==> src/rtl/reminder_interval_timer.sv <==
// ============================================================================
// reminder_interval_timer
//
// Water-drink reminder built on top of the clock divider. Each rising edge of
// slow_clk (detected in the clk domain) is one "reminder second". The block
// counts down a user-selected interval, raises an alert when it expires, and
// lets the user acknowledge (restart the interval) or snooze (postpone the
// alert by a fixed number of minutes). Alerts left unacknowledged for
// ALERT_TIMEOUT_SEC seconds bump a saturating missed-reminder counter.
//
// Parameters
//   SNOOZE_MIN         snooze length in minutes (1..255)
//   ALERT_TIMEOUT_SEC  seconds an alert may stay unacked before it counts as
//                      missed (1..65535)
//
// Ports
//   clk            in   1   system clock, shared with the divider
//   reset          in   1   asynchronous, active-high; clears all state
//   slow_clk       in   1   divider output, synchronous to clk
//   enable         in   1   1 = reminder running, 0 = forced to IDLE
//   interval_min   in   8   drink interval in minutes (0 behaves as 1)
//   ack            in   1   level: user drank, restart the interval
//   snooze         in   1   level: postpone a pending alert
//   state          out  2   0=IDLE 1=COUNT 2=ALERT 3=SNOOZE
//   remaining_sec  out  16  seconds left in the current COUNT/SNOOZE period
//   alert          out  1   high while in ALERT
//   blink          out  1   toggles on every tick while in ALERT, else 0
//   missed_count   out  4   timed-out alerts since the last ack, saturating
//
// Event priority on every clk edge: enable=0 > ack > snooze > tick.
// ============================================================================
module reminder_interval_timer #(
    parameter int unsigned SNOOZE_MIN        = 5,
    parameter int unsigned ALERT_TIMEOUT_SEC = 60
) (
    input  logic        clk,
    input  logic        reset,
    input  logic        slow_clk,
    input  logic        enable,
    input  logic [7:0]  interval_min,
    input  logic        ack,
    input  logic        snooze,
    output logic [1:0]  state,
    output logic [15:0] remaining_sec,
    output logic        alert,
    output logic        blink,
    output logic [3:0]  missed_count
);

    typedef enum logic [1:0] {
        ST_IDLE   = 2'd0,
        ST_COUNT  = 2'd1,
        ST_ALERT  = 2'd2,
        ST_SNOOZE = 2'd3
    } state_t;

    // Snooze reload value and alert timeout, both in seconds.
    localparam logic [15:0] SNOOZE_LOAD   = 16'(SNOOZE_MIN * 60);
    localparam logic [15:0] ALERT_TIMEOUT = 16'(ALERT_TIMEOUT_SEC);

    state_t      state_q;
    state_t      state_d;
    logic        slow_q;
    logic        tick;
    logic [7:0]  interval_eff;
    logic [15:0] interval_load;
    logic        period_expiring;
    logic        alert_timed_out;
    logic [15:0] alert_sec_q;
    logic [15:0] alert_sec_d;
    logic [15:0] remaining_d;
    logic        alert_d;
    logic        blink_d;
    logic [3:0]  missed_d;

    // ------------------------------------------------------------------
    // Tick detection: one tick per slow_clk rising edge, no matter how long
    // slow_clk stays high.
    // ------------------------------------------------------------------
    assign tick = slow_clk & ~slow_q;

    // Interval reload value. interval_min is only looked at when a load
    // happens, so changing it mid-count has no effect until the next load.
    // 255 * 60 = 15300 fits comfortably in 16 bits.
    assign interval_eff  = (interval_min == 8'd0) ? 8'd1 : interval_min;
    assign interval_load = 16'(interval_eff) * 16'd60;

    // Last second of a COUNT/SNOOZE period is being consumed this edge.
    assign period_expiring = tick && (remaining_sec == 16'd1);

    // This tick completes another full timeout window in ALERT.
    assign alert_timed_out = tick && ((alert_sec_q + 16'd1) == ALERT_TIMEOUT);

    // ------------------------------------------------------------------
    // State and output registers
    // ------------------------------------------------------------------
    // NOTE: every register here is written with <= so all of them sample the
    // values computed before this edge; blocking writes would let later
    // statements see half-updated state.
    always_ff @(posedge clk or posedge reset) begin
        if (reset) begin
            state_q       <= ST_IDLE;
            slow_q        <= 1'b0;
            remaining_sec <= 16'd0;
            alert         <= 1'b0;
            blink         <= 1'b0;
            missed_count  <= 4'd0;
            alert_sec_q   <= 16'd0;
        end else begin
            state_q       <= state_d;
            slow_q        <= slow_clk;
            remaining_sec <= remaining_d;
            alert         <= alert_d;
            blink         <= blink_d;
            missed_count  <= missed_d;
            alert_sec_q   <= alert_sec_d;
        end
    end

    assign state = state_q;

    // ------------------------------------------------------------------
    // Next-state logic
    // ------------------------------------------------------------------
    // NOTE: the default assignment at the top of each always_comb covers
    // every path, so no latch can be inferred for an unassigned branch.
    always_comb begin
        state_d = state_q;
        if (!enable) begin
            state_d = ST_IDLE;
        end else begin
            case (state_q)
                ST_IDLE: begin
                    state_d = ST_COUNT;
                end
                ST_COUNT: begin
                    // ack only reloads; expiry needs a tick without ack.
                    if (!ack && period_expiring) begin
                        state_d = ST_ALERT;
                    end
                end
                ST_ALERT: begin
                    if (ack) begin
                        state_d = ST_COUNT;
                    end else if (snooze) begin
                        state_d = ST_SNOOZE;
                    end
                end
                ST_SNOOZE: begin
                    // snooze has no effect here; only ack or expiry leave.
                    if (ack) begin
                        state_d = ST_COUNT;
                    end else if (period_expiring) begin
                        state_d = ST_ALERT;
                    end
                end
                default: begin
                    state_d = ST_IDLE;
                end
            endcase
        end
    end

    // ------------------------------------------------------------------
    // Output / datapath logic: next values of the registered outputs and of
    // the alert-second counter.
    // ------------------------------------------------------------------
    always_comb begin
        remaining_d = remaining_sec;
        alert_d     = alert;
        blink_d     = blink;
        missed_d    = missed_count;
        alert_sec_d = alert_sec_q;

        if (!enable) begin
            // Disabled: park everything except the missed counter, which
            // keeps its history until the user acknowledges.
            remaining_d = 16'd0;
            alert_d     = 1'b0;
            blink_d     = 1'b0;
            alert_sec_d = 16'd0;
        end else begin
            case (state_q)
                ST_IDLE: begin
                    remaining_d = interval_load;
                    alert_d     = 1'b0;
                    blink_d     = 1'b0;
                    alert_sec_d = 16'd0;
                    if (ack) begin
                        missed_d = 4'd0;
                    end
                end

                ST_COUNT, ST_SNOOZE: begin
                    if (ack) begin
                        // Early drink restarts the full interval.
                        remaining_d = interval_load;
                        missed_d    = 4'd0;
                    end else if (tick) begin
                        if (remaining_sec == 16'd1) begin
                            remaining_d = 16'd0;
                            alert_d     = 1'b1;
                            blink_d     = 1'b0;
                            alert_sec_d = 16'd0;
                        end else if (remaining_sec != 16'd0) begin
                            // Guarded so the counter can never wrap.
                            remaining_d = remaining_sec - 16'd1;
                        end
                    end
                end

                ST_ALERT: begin
                    if (ack) begin
                        remaining_d = interval_load;
                        alert_d     = 1'b0;
                        blink_d     = 1'b0;
                        missed_d    = 4'd0;
                        alert_sec_d = 16'd0;
                    end else if (snooze) begin
                        // Postpone; the missed history is kept.
                        remaining_d = SNOOZE_LOAD;
                        alert_d     = 1'b0;
                        blink_d     = 1'b0;
                        alert_sec_d = 16'd0;
                    end else if (tick) begin
                        blink_d = ~blink;
                        if (alert_timed_out) begin
                            // Stay in ALERT and start a new timeout window.
                            alert_sec_d = 16'd0;
                            missed_d    = (missed_count == 4'hF) ? 4'hF
                                                                 : missed_count + 4'd1;
                        end else begin
                            alert_sec_d = alert_sec_q + 16'd1;
                        end
                    end
                end

                default: begin
                    remaining_d = 16'd0;
                    alert_d     = 1'b0;
                    blink_d     = 1'b0;
                    alert_sec_d = 16'd0;
                end
            endcase
        end
    end

endmodule
==> config.mk <==
export PLATFORM = sky130hd
export DESIGN_NAME = reminder_interval_timer
export DESIGN_NICKNAME = d
export VERILOG_FILES = /design/src/rtl/reminder_interval_timer.sv
export SDC_FILE = /design/constraint.sdc
export NUM_CORES = 1
export LEC_CHECK = 0
export CAP_MARGIN = 20
export CORE_ASPECT_RATIO = 0.75
export CORE_MARGIN = 2
export CORE_UTILIZATION = 48
export DETAILED_ROUTE_END_ITERATION = 8
export DONT_BUFFER_PORTS = 1
export GPL_TIMING_DRIVEN = 0
export PLACE_DENSITY_LB_ADDON = 0.1
export SLEW_MARGIN = 20
export SYNTH_ARGS = -nofsm -noshare
export SYNTH_HDL_FRONTEND = slang
export SYNTH_SLANG_ARGS = --single-unit
==> constraint.sdc <==
create_clock -name clk -period 3.3 [get_ports clk]
set_input_delay 0.33 -clock clk [delete_from_list [all_inputs] [get_ports clk]]
set_output_delay 0.33 -clock clk [all_outputs]
set_load 0.01 [all_outputs]
==> results of run 1 <==
==> stage by stage <==
step / cell area, sq um / std cells / util (%) / setup TNS [ns] / hold WS (ns)
floorplan: 3580 / 417 / - / -0.000401 / 0.361
global placement: 3700 / 515 / 53.1 / -1.61 / 0.362
detailed placement: 3720 / 516 / 53.4 / -1.74 / 0.166
CTS: 3850 / 525 / 55.3 / 0 / 0.0422
global route: 3960 / 531 / 56.9 / -0.400 / 0.0338
finish: 3960 / 531 / 56.9 / -0.0823 / 0.0474
==> power breakdown <==
| group | switching (mW) | internal [mW] | leakage (nW) |
|---|---|---|---|
| clock network | 0.194 | 0.247 | 0.0585 |
| logic | 0.329 | 0.243 | 1.09 |
| registers | 0.0982 | 0.547 | 0.554 |
==> logic make-up after synthesis <==
family,Yosys count,synth area share (%)
fa+ha+maj,33,13.7
xor+xnor,17,4.24
mux,3,0.961
simple gates,163,25.2
buf+inv,53,6.37
flops,41,29.2
compound gates,107,20.3
==> placed cells by master, fill, tap and decap left out, drive strengths merged, types with 3 or more instances in the layout <==
cell type   n
a21oi      24
mux2        3
nor3b       8
nand2b      5
o211ai      4
o311ai      5
or3b        3
clkbuf     16
xnor2      11
nor3       14
nor4        7
or3         7
nand2      44
a221o       3
nand4      10
o31ai      12
a31oi       5
o21ai      34
or4         5
buf        12
and3        4
dfrtp      41
inv        38
nor2       25
nand3      21
fa          9
nor2b       4
ha         24
a21o        3
xor2        6
==> critical path, stage by stage <==
cell and delay, ns:
clkinvlp_4 0.06, ha_4 0.14, nand3_4 0.09, nor3_4 0.24, nor2_2 0.08, mux2_4 0.29
ha_4 0.26, inv_2 0.04, fa_1 0.55, inv_2 0.05, ha_4 0.22, a21o_1 0.19
a21oi_2 0.16, o211ai_1 0.16, xnor2_1 0.31, o22ai_1 0.14, a32o_1 0.27
==> sequential cells by signal (all words and copies together), names as in the netlist <==
signal	count
state	2
alert	1
slow_q	1
remaining_sec	16
missed_count	4
alert_sec_q	16
blink	1
==> what timing repair did <==
item	4_1_cts	5_1_grt
setup buffers	0	6
hold endpoints to repair	10	0
endpoints found under the setup margin	2	5
hold buffers	1	0
pin swaps	2	14
resized for setup	2	16
==> worst max-delay path by stage <==
stage / from / endpoint / slack (ns) / cells past startpoint
2_1_floorplan: interval_min[5] / remaining_sec[10] / -0.0004 / 17
3_3_place_gp: interval_min[6] / remaining_sec[13] / -0.48 / 17
3_5_place_dp: interval_min[6] / remaining_sec[13] / -0.48 / 17
4_1_cts: interval_min[6] / remaining_sec[13] / 0.007 / 15
5_1_grt: interval_min[5] / remaining_sec[10] / -0.22 / 17
6_report: interval_min[5] / remaining_sec[10] / -0.08 / 17
==> routing by layer <==
| metal | track usage, % | vias up | share of wire, % |
|---|---|---|---|
| li1 | - | 1549 | - |
| met1 | 38.0 | 1521 | 51 |
| met2 | 34.1 | 84 | 42 |
| met3 | 4.81 | 9 | 6.0 |
| met4 | 5.39 | 0 | 0.89 |
| met5 | 0 | - | 0 |
==> area by class of cell <==
cell class                 count  share of cell area (%)
clock buffer                   7                    2.18
buffer                        14                    1.96
tap                           98                    3.10
sequential                    41                    25.9
clock inverter                 1                   0.759
multi-input combinational    323                    60.1
timing repair buffer           8                    1.90
inverter                      39                    4.11
==> Yosys cell counts, drive strengths merged, types with 3 or more instances <==
master,number,area share [%]
a21o,3,0.64
o31ai,12,2.6
nor3,14,2.0
nand2,44,4.8
clkbuf,9,1.3
xnor2,11,2.7
nor4,7,1.7
or3,7,1.2
and3,4,0.75
or4,5,1.1
or3b,3,0.75
inv,39,4.2
nor3b,8,1.7
nor2b,4,0.71
nand4,10,2.4
o211ai,4,0.85
fa,9,5.1
a21oi,24,3.5
ha,24,8.5
buf,5,0.93
nand3,21,3.1
o21ai,34,4.9
xor2,6,1.5
nor2,25,3.0
mux2,3,0.96
dfrtp,41,29
o311ai,5,1.2
a31oi,5,0.89
a221o,3,0.89
nand2b,5,0.89
==> parameters.txt, run 1 <==
Parameter                              Value

Finish
  Ant diodes    0
  Sequential cell area    1030 sq um
  FILL cells    654
  Signed area change from the synthesized netlist to the final layout    12.6%
  Proportion of layout cells with a drive suffix above 1    14.5%
  Total area of multi-input combinational cells    approximately 2400 sq um
  Nets@finish    approximately 480

Worst setup path
  WP data arrival    3.58 ns
  Kind of critical path    in -> reg
  Launching element type of the critical path    input pin
  Worst path required time    3.50 ns
  FF-to-FF setup slack    about 0.35 ns
  Crit path capture type    register
  Depth of the worst register-to-register path    7
  Worst reg2reg endpoint    missed_count[0]
  Source of the worst register-to-register timing path    alert_sec_q[0]
  Maximum fanout along the worst path    4

Synth
  Register area share after synthesis    29.2%
  Number of cells produced by synthesis    417
  Net count after synthesis    464
  Number of synthesized flops with an enable pin    0
  Synth async-reset ratio    100%
  Average size of a mapped cell    8.43 sq um
  FF+latch count, synth    41
  Netlist area before placement    3510 sq um
  Warnings, synthesis    0
  Synth cell types    65
  Most instantiated flip-flop cell in the synthesis netlist    dfrtp_1

Drt
  Wirelength, routed    9.24 mm
  Number of vias after detailed routing    between 3000 and 4000
  DR WL/cell    around 17 microns
  Number of remaining DRC errors    0
  DRT antenna net count    0
  Initial DRC count    around 250
  TritonRoute pass-1 iters    4
  Avg Vias per Cell    5.96

Clock network
  Clock transition at the register clock pins on the worst setup and hold paths after CTS    0.08 ns
  Skew-Pair Late Insertion Delay    0.31 ns
  Total clock buffers created by CTS    5
  Buffer levels on the longest clock path    2
  TritonCTS clock tree    yes
  Buffer type at the clock tree root    clkbuf_8
  Clock Sinks    41
  Number of H-tree levels    2

Global routing
  Overall global routing resource usage    24.2%
  Initial antenna violation count    0
  Largest net degree at the start of global routing    32
  Leftover overflow at the end of global routing    0
  Vias in the first global route    2982
  Wire length of the first global-routing pass    15.2 mm

Pwr
  Ratio of total power to cell area    about 420 nW/um^2
  Design Power    1.66 mW
  Pleak    1.70 nW
  Highest ir drop seen on vdd    0.214 mV

Floorplan
  Core Rows    26
  Area of the core    6960 sq um
  Starting Density    50.5%
  Die ar.    8030 sq um
  Width of the die    103 microns
  I/O pin cnt    38
  Die height    78.1 microns

STA
  Max Slew Vio Count    0
  Pin slew with the least headroom to its limit    0.862 ns
  Period Utilization, post-route    102%
  Final hold violation count    0
  Fin Clk Skew    0.00805 ns
  Remaining max-slew budget at the tightest pin    42.1%
  Final Critical Period    ~3.4 ns
  Slack of the critical path    -0.0823 ns
  Unrepaired setup endpoints after global routing    yes
  Final setup fails    1
  FMAX    296 MHz

Hold path
  Path type of the worst min-delay path    in -> reg
  Start point of the worst min-delay path    slow_clk
  Count of cells along the worst hold path    0
  End of the worst hold path    slow_q

Run
  Maximum capacitance violations    0

Placed design
  Post-Place Setup Slack    -0.482 ns
  Final GP Congestion    0.934
  Input/output buffers    0
  Half-perimeter wire length after placement    7.01 mm

Status
  Violations in the final reports    negative setup slack
  Run status    complete, but fails checks
No activity file was read; power rests on OpenSTA's default activity.
==> run 2: changes to the inputs <==
--- a/config.mk
+++ b/config.mk
@@ -11,8 +11,8 @@
 export CORE_UTILIZATION = 48
 export DETAILED_ROUTE_END_ITERATION = 8
 export DONT_BUFFER_PORTS = 1
-export GPL_TIMING_DRIVEN = 0
 export PLACE_DENSITY_LB_ADDON = 0.1
+export RECOVER_POWER = 25
 export SLEW_MARGIN = 20
 export SYNTH_ARGS = -nofsm -noshare
 export SYNTH_HDL_FRONTEND = slang
==> parameters.txt, run 2 (synthesis results as in run 1) <==
Parameter                              Value

Placed design
  Cell count after placement    about 530
  Half-perimeter wire length after placement    between 6 and 7 mm
  Input/output buffers    0
  Final GP Congestion    0.839

Worst setup path
  FF-to-FF setup slack    approximately 0.45 ns
  Depth of the worst register-to-register path    7
  Maximum fanout along the worst path    4
  Launching element type of the critical path    input pin
  Worst reg2reg endpoint    missed_count[0]
  Source of the worst register-to-register timing path    alert_sec_q[0]
  Kind of critical path    in -> reg
  WP data arrival    3.25 ns
  Crit path capture type    register
  Worst path required time    3.49 ns

Drt
  DRT antenna net count    0
  Number of vias after detailed routing    between 3000 and 4000
  TritonRoute pass-1 iters    4
  Total length of routed met3 wires    611 microns
  DR WL/cell    16.1 microns
  Length of routed wiring on met1    roughly 4.5 mm
  Total met2 wirelength after detailed routing    3.47 mm
  Initial DRC count    158
  Avg Vias per Cell    5.87
  Number of remaining DRC errors    0
  Wirelength, routed    8.66 mm
  Uppermost metal layer occupied by signal nets    met4

STA
  Max Slew Vio Count    0
  Final setup fails    0
  Final Critical Period    3.07 ns
  Remaining max-slew budget at the tightest pin    49.7%
  FMAX    326 MHz
  Final hold violation count    0
  Period Utilization, post-route    just over 90%
  Unrepaired setup endpoints after global routing    no
  Pin slew with the least headroom to its limit    around 0.75 ns
  Fin Clk Skew    between 0.01 and 0.015 ns

Run
  Maximum capacitance violations    0

Hold path
  Count of cells along the worst hold path    0
  End of the worst hold path    slow_q
  Start point of the worst min-delay path    slow_clk
  Path type of the worst min-delay path    in -> reg

Floorplan
  Area of the core    6960 sq um
  Width of the die    103 microns
  Starting Density    50.5%
  Die height    78.1 microns
  Die ar.    around 8000 sq um
  Core Rows    26
  I/O pin cnt    38

Pwr
  Cell internal pwr    1.00 mW
  Ratio of total power to cell area    408 nW/um^2
  Power spent charging and discharging nets    approximately 0.62 mW
  Proportion of power drawn by flip-flops and latches    39.6%
  Design Power    1.63 mW
  Clock share of power    between 20% and 30%
  Switching share of total power    38.4%
  Highest ir drop seen on vdd    0.178 mV
  Share of total power in combinational logic    37.9%
  Pleak    1.74 nW

Finish
  Top flop regs    alert_sec_q x16, remaining_sec x16, missed_count x4
  Proportion of layout cells with a drive suffix above 1    between 15 and 20%
  Commonest non-fill, non-tap cell in the layout    nand2_1
  Most frequent cells in the layout    nand2_1, dfrtp_1, inv_1, o21ai_0, buf_4
  Ant diodes    0
  Count of placed standard cells in the final layout, fillers left out    about 540
  Signed area change from the synthesized netlist to the final layout    13.3%
  Nets@finish    486

Clock network
  TritonCTS clock tree    yes
  Number of H-tree levels    2
  Clock transition at the register clock pins on the worst setup and hold paths after CTS    about 0.090 ns
  Buffer type at the clock tree root    clkbuf_8
  Skew-Pair Late Insertion Delay    0.31 ns
  Buffer levels on the longest clock path    2
  Clock Sinks    41
  Total clock buffers created by CTS    5

Status
  Run status    complete, no violations

Global routing
  Overall global routing resource usage    about 22%
  Largest net degree at the start of global routing    31
  Wire length of the first global-routing pass    14.4 mm
  Leftover overflow at the end of global routing    0
  Vias in the first global route    around 3000
  Initial antenna violation count    0
## run 2: changes by cell type in the layout (fill, tap and decap cells not counted), sizes merged
cell,delta
buf,+16
inv,-1
clkinv,+3
clkbuf,-10
bufinv,-1
## run 2: cell type report
type | instances | area [sq um]
Fill cell | 661 | 2980
Multi-Input combinational cell | 323 | 2370
Sequential cell | 41 | 1030
Timing Repair Buffer | 29 | 220
Inverter | 39 | 150
Tap cell | 98 | 123
Clock buffer | 6 | 82.6
Clock inverter | 2 | 13.8
## run 2: worst max-delay path, stage by stage
cell,delay (ns)
inv_2,0.03
ha_1,0.17
nand3_2,0.13
nand2b_4,0.18
buf_4,0.14
nand2_1,0.09
fa_1,0.44
fa_1,0.51
inv_1,0.04
ha_1,0.34
nor3_1,0.07
nor2_1,0.14
nand4_1,0.15
and3_4,0.21
o21ai_4,0.16
o311ai_1,0.12
## run 2: how the worst max path moves through the flow
stage,start,end,slack (ns),cells after the start
final,interval_min[6],remaining_sec[13],0.23,16
after global routing,interval_min[7],remaining_sec[12],0.02,17
after CTS,interval_min[6],remaining_sec[13],0.10,17
after floorplan,interval_min[5],remaining_sec[10],-0.0004,17
after detailed placement,interval_min[6],remaining_sec[13],-0.32,17
after global placement,interval_min[6],remaining_sec[13],-0.26,17
## run 2: metal layers
layer  global-route usage, %  up-vias
li1                        -     1559
met1                    35.3     1479
met2                    30.8      109
met3                    5.43       10
met4                    3.42        0
met5                       0        -
## run 2: stage by stage
stage          hold WS [ns]  setup TNS [ns]  utilization, %  worst slack (ns)  area [sq um]
6_report             0.0485               0            57.2             0.231          3980
5_1_grt              0.0327               0            57.2            0.0222          3980
4_1_cts              0.0435               0            56.5             0.103          3930
3_5_place_dp          0.188          -0.558            54.9            -0.316          3820
3_3_place_gp          0.179          -0.314            54.9            -0.257          3820
2_1_floorplan         0.361       -0.000401               -         -0.000401          3580
## run 2: power groups by stage
stage          clock network, mW  logic (mW)  registers [mW]
6_report                   0.366       0.616           0.645
5_1_grt                    0.397       0.685           0.653
4_1_cts                    0.372       0.585           0.643
3_5_place_dp                   0       0.578           0.654
3_3_place_gp                   0       0.570           0.653
2_1_floorplan                  0       0.424           0.629
## run 2: what timing repair did
action / 4_1_cts / 5_1_grt
hold buffers: 1 / 0
hold endpoints to repair: 11 / 0
pin swaps: 0 / 4
endpoints found under the setup margin: 1 / 3
gates resized for setup: 1 / 8
buffers inserted: 0 / 1
==> run 3: changes to the inputs <==
--- a/config.mk
+++ b/config.mk
@@ -7,12 +7,12 @@
 export LEC_CHECK = 0
 export CAP_MARGIN = 20
 export CORE_ASPECT_RATIO = 0.75
-export CORE_MARGIN = 2
 export CORE_UTILIZATION = 48
 export DETAILED_ROUTE_END_ITERATION = 8
 export DONT_BUFFER_PORTS = 1
 export PLACE_DENSITY_LB_ADDON = 0.1
 export RECOVER_POWER = 25
+export REMOVE_ABC_BUFFERS = 1
 export SLEW_MARGIN = 20
 export SYNTH_ARGS = -nofsm -noshare
 export SYNTH_HDL_FRONTEND = slang
==> parameters.txt, run 3 (synthesis results as in run 1) <==
Parameter                              Value

Status
  Run status    complete, no violations

STA
  Pin slew with the least headroom to its limit    0.720 ns
  Final hold violation count    0
  FMAX    about 310 MHz
  Max Slew Vio Count    0
  Aggregate negative setup slack    0 ns
  Final Critical Period    around 3.2 ns
  Remaining max-slew budget at the tightest pin    51.6%
  Period Utilization, post-route    96.5%
  Fin Clk Skew    0.00856 ns
  Final setup fails    0

Floorplan
  Die ar.    between 7000 and 8000 sq um
  Core Rows    26
  Die height    76.1 microns
  Area of the core    6930 sq um
  Starting Density    50.7%
  Width of the die    101 microns
  I/O pin cnt    38

Pwr
  Ratio of total power to cell area    a little over 400 nW/um^2
  Highest ir drop seen on vdd    0.196 mV
  Pleak    1.77 nW

Finish
  Ant diodes    0
  Final non-filler cell area    4030 sq um
  Proportion of layout cells with a drive suffix above 1    18.0%
  Post-Route Utilization    between 50 and 60%
  Top flop regs    alert_sec_q x16, remaining_sec x16, missed_count x4
  Count of placed standard cells in the final layout, fillers left out    between 500 and 600
  Total area of multi-input combinational cells    roughly 2400 sq um
  FILL cells    628
  Signed area change from the synthesized netlist to the final layout    14.7%
  Commonest non-fill, non-tap cell in the layout    nand2_1
  Nets@finish    roughly 490
  Most frequent cells in the layout    nand2_1, dfrtp_1, inv_1
  Sequential cell area    1030 sq um

Placed design
  Final GP Congestion    0.849
  Half-perimeter wire length after placement    ~6.5 mm
  Cell count after placement    535
  Input/output buffers    0
  Post-place instance area    3810 sq um

Clock network
  Buffer levels on the longest clock path    2
  TritonCTS clock tree    yes
  Buffer type at the clock tree root    clkbuf_8
  Total clock buffers created by CTS    5
  Clock transition at the register clock pins on the worst setup and hold paths after CTS    ~0.080 ns
  Skew-Pair Late Insertion Delay    0.30 ns
  Number of H-tree levels    2
  Clock Sinks    41

Worst setup path
  WP data arrival    3.35 ns
  Crit path buffers/inverters    4
  Category of cells accounting for the largest share of critical-path delay    adder cells
  Maximum single-stage delay on the critical path    about 0.53 ns
  CP max stage cell    fa_1
  Launching element type of the critical path    input pin
  Kind of critical path    in -> reg
  Cell-by-cell trace of the critical path    inv_1 > ha_2 > nand3_4 > buf_4 > nand2b_4 > buf_4 > nand2_2 > fa_1 > fa_1 > inv_1 > ha_4 > nor3_1 > nor2_1 > nand4_1 > and3_1 > o21ai_2 > o311ai_2
  Maximum fanout along the worst path    4
  Crit path capture type    register
  Worst path required time    3.47 ns

Global routing
  Overall global routing resource usage    23.5%
  Largest net degree at the start of global routing    33
  Vias in the first global route    2834
  Wire length of the first global-routing pass    14.3 mm
  Initial antenna violation count    0
  Leftover overflow at the end of global routing    0

Drt
  Avg Vias per Cell    5.79
  Initial DRC count    162
  Number of vias after detailed routing    3144
  Number of remaining DRC errors    0
  DRT antenna net count    0
  DR WL/cell    16.1 microns
  TritonRoute pass-1 iters    5
  Wirelength, routed    8.74 mm

Run
  Maximum capacitance violations    0

Hold path
  Path type of the worst min-delay path    in -> reg
run 3: layout make-up:
type                    count  share of cell area, %
multi-input cells         323                   59.0
flip-flops and latches     41                   25.5
repair buffers             35                   6.58
inverters                  39                   3.63
well taps                  98                   3.04
clock buffers               6                   2.05
clock inverters             1                  0.186
run 3: timing repair:
| item | in CTS | in global routing |
|---|---|---|
| hold endpoints to repair | 9 | 0 |
| pin swaps | 0 | 10 |
| hold buffers | 1 | 0 |
| gates resized for setup | 2 | 20 |
| setup buffers | 0 | 0 |
| setup endpoints to repair | 1 | 6 |
run 3: report_power, final:
part           internal [mW]  total, mW  switching (mW)
sequential             0.547      0.643          0.0960
clock                  0.166      0.350           0.184
combinational          0.319      0.665           0.346
run 3: final timing paths:
check	from	to	slack, ns	cells past startpoint
hold reg to reg	alert_sec_q[15]	alert_sec_q[15]	0.52	2
max in group asynchronous	reset	alert_sec_q[15]	2.10	3
min in group asynchronous	reset	blink	0.44	2
hold / removal	slow_clk	slow_q	0.05	0
setup reg to reg	alert_sec_q[0]	missed_count[3]	0.43	7
setup / recovery	interval_min[6]	remaining_sec[13]	0.12	17
run 3: routing by layer:
| metal | track usage (%) | part of all wire [%] | vias to the layer above |
|---|---|---|---|
| met5 | 0 | 0 | - |
| met4 | 4.78 | 0.65 | 0 |
| met3 | 5.50 | 6.7 | 5 |
| met2 | 31.3 | 41 | 103 |
| met1 | 37.7 | 52 | 1469 |
| li1 | - | - | 1567 |
run 3: per-stage QoR:
step | total power [mW] | setup slack, ns | hold slack, ns
after floorplan | 1.03 | -0.242 | 0.361
after global placement | 1.25 | -0.474 | 0.230
after detailed placement | 1.25 | -0.484 | 0.229
after CTS | 1.61 | 0.0217 | 0.0445
after global routing | 1.78 | -0.0401 | 0.0345
final | 1.66 | 0.115 | 0.0506
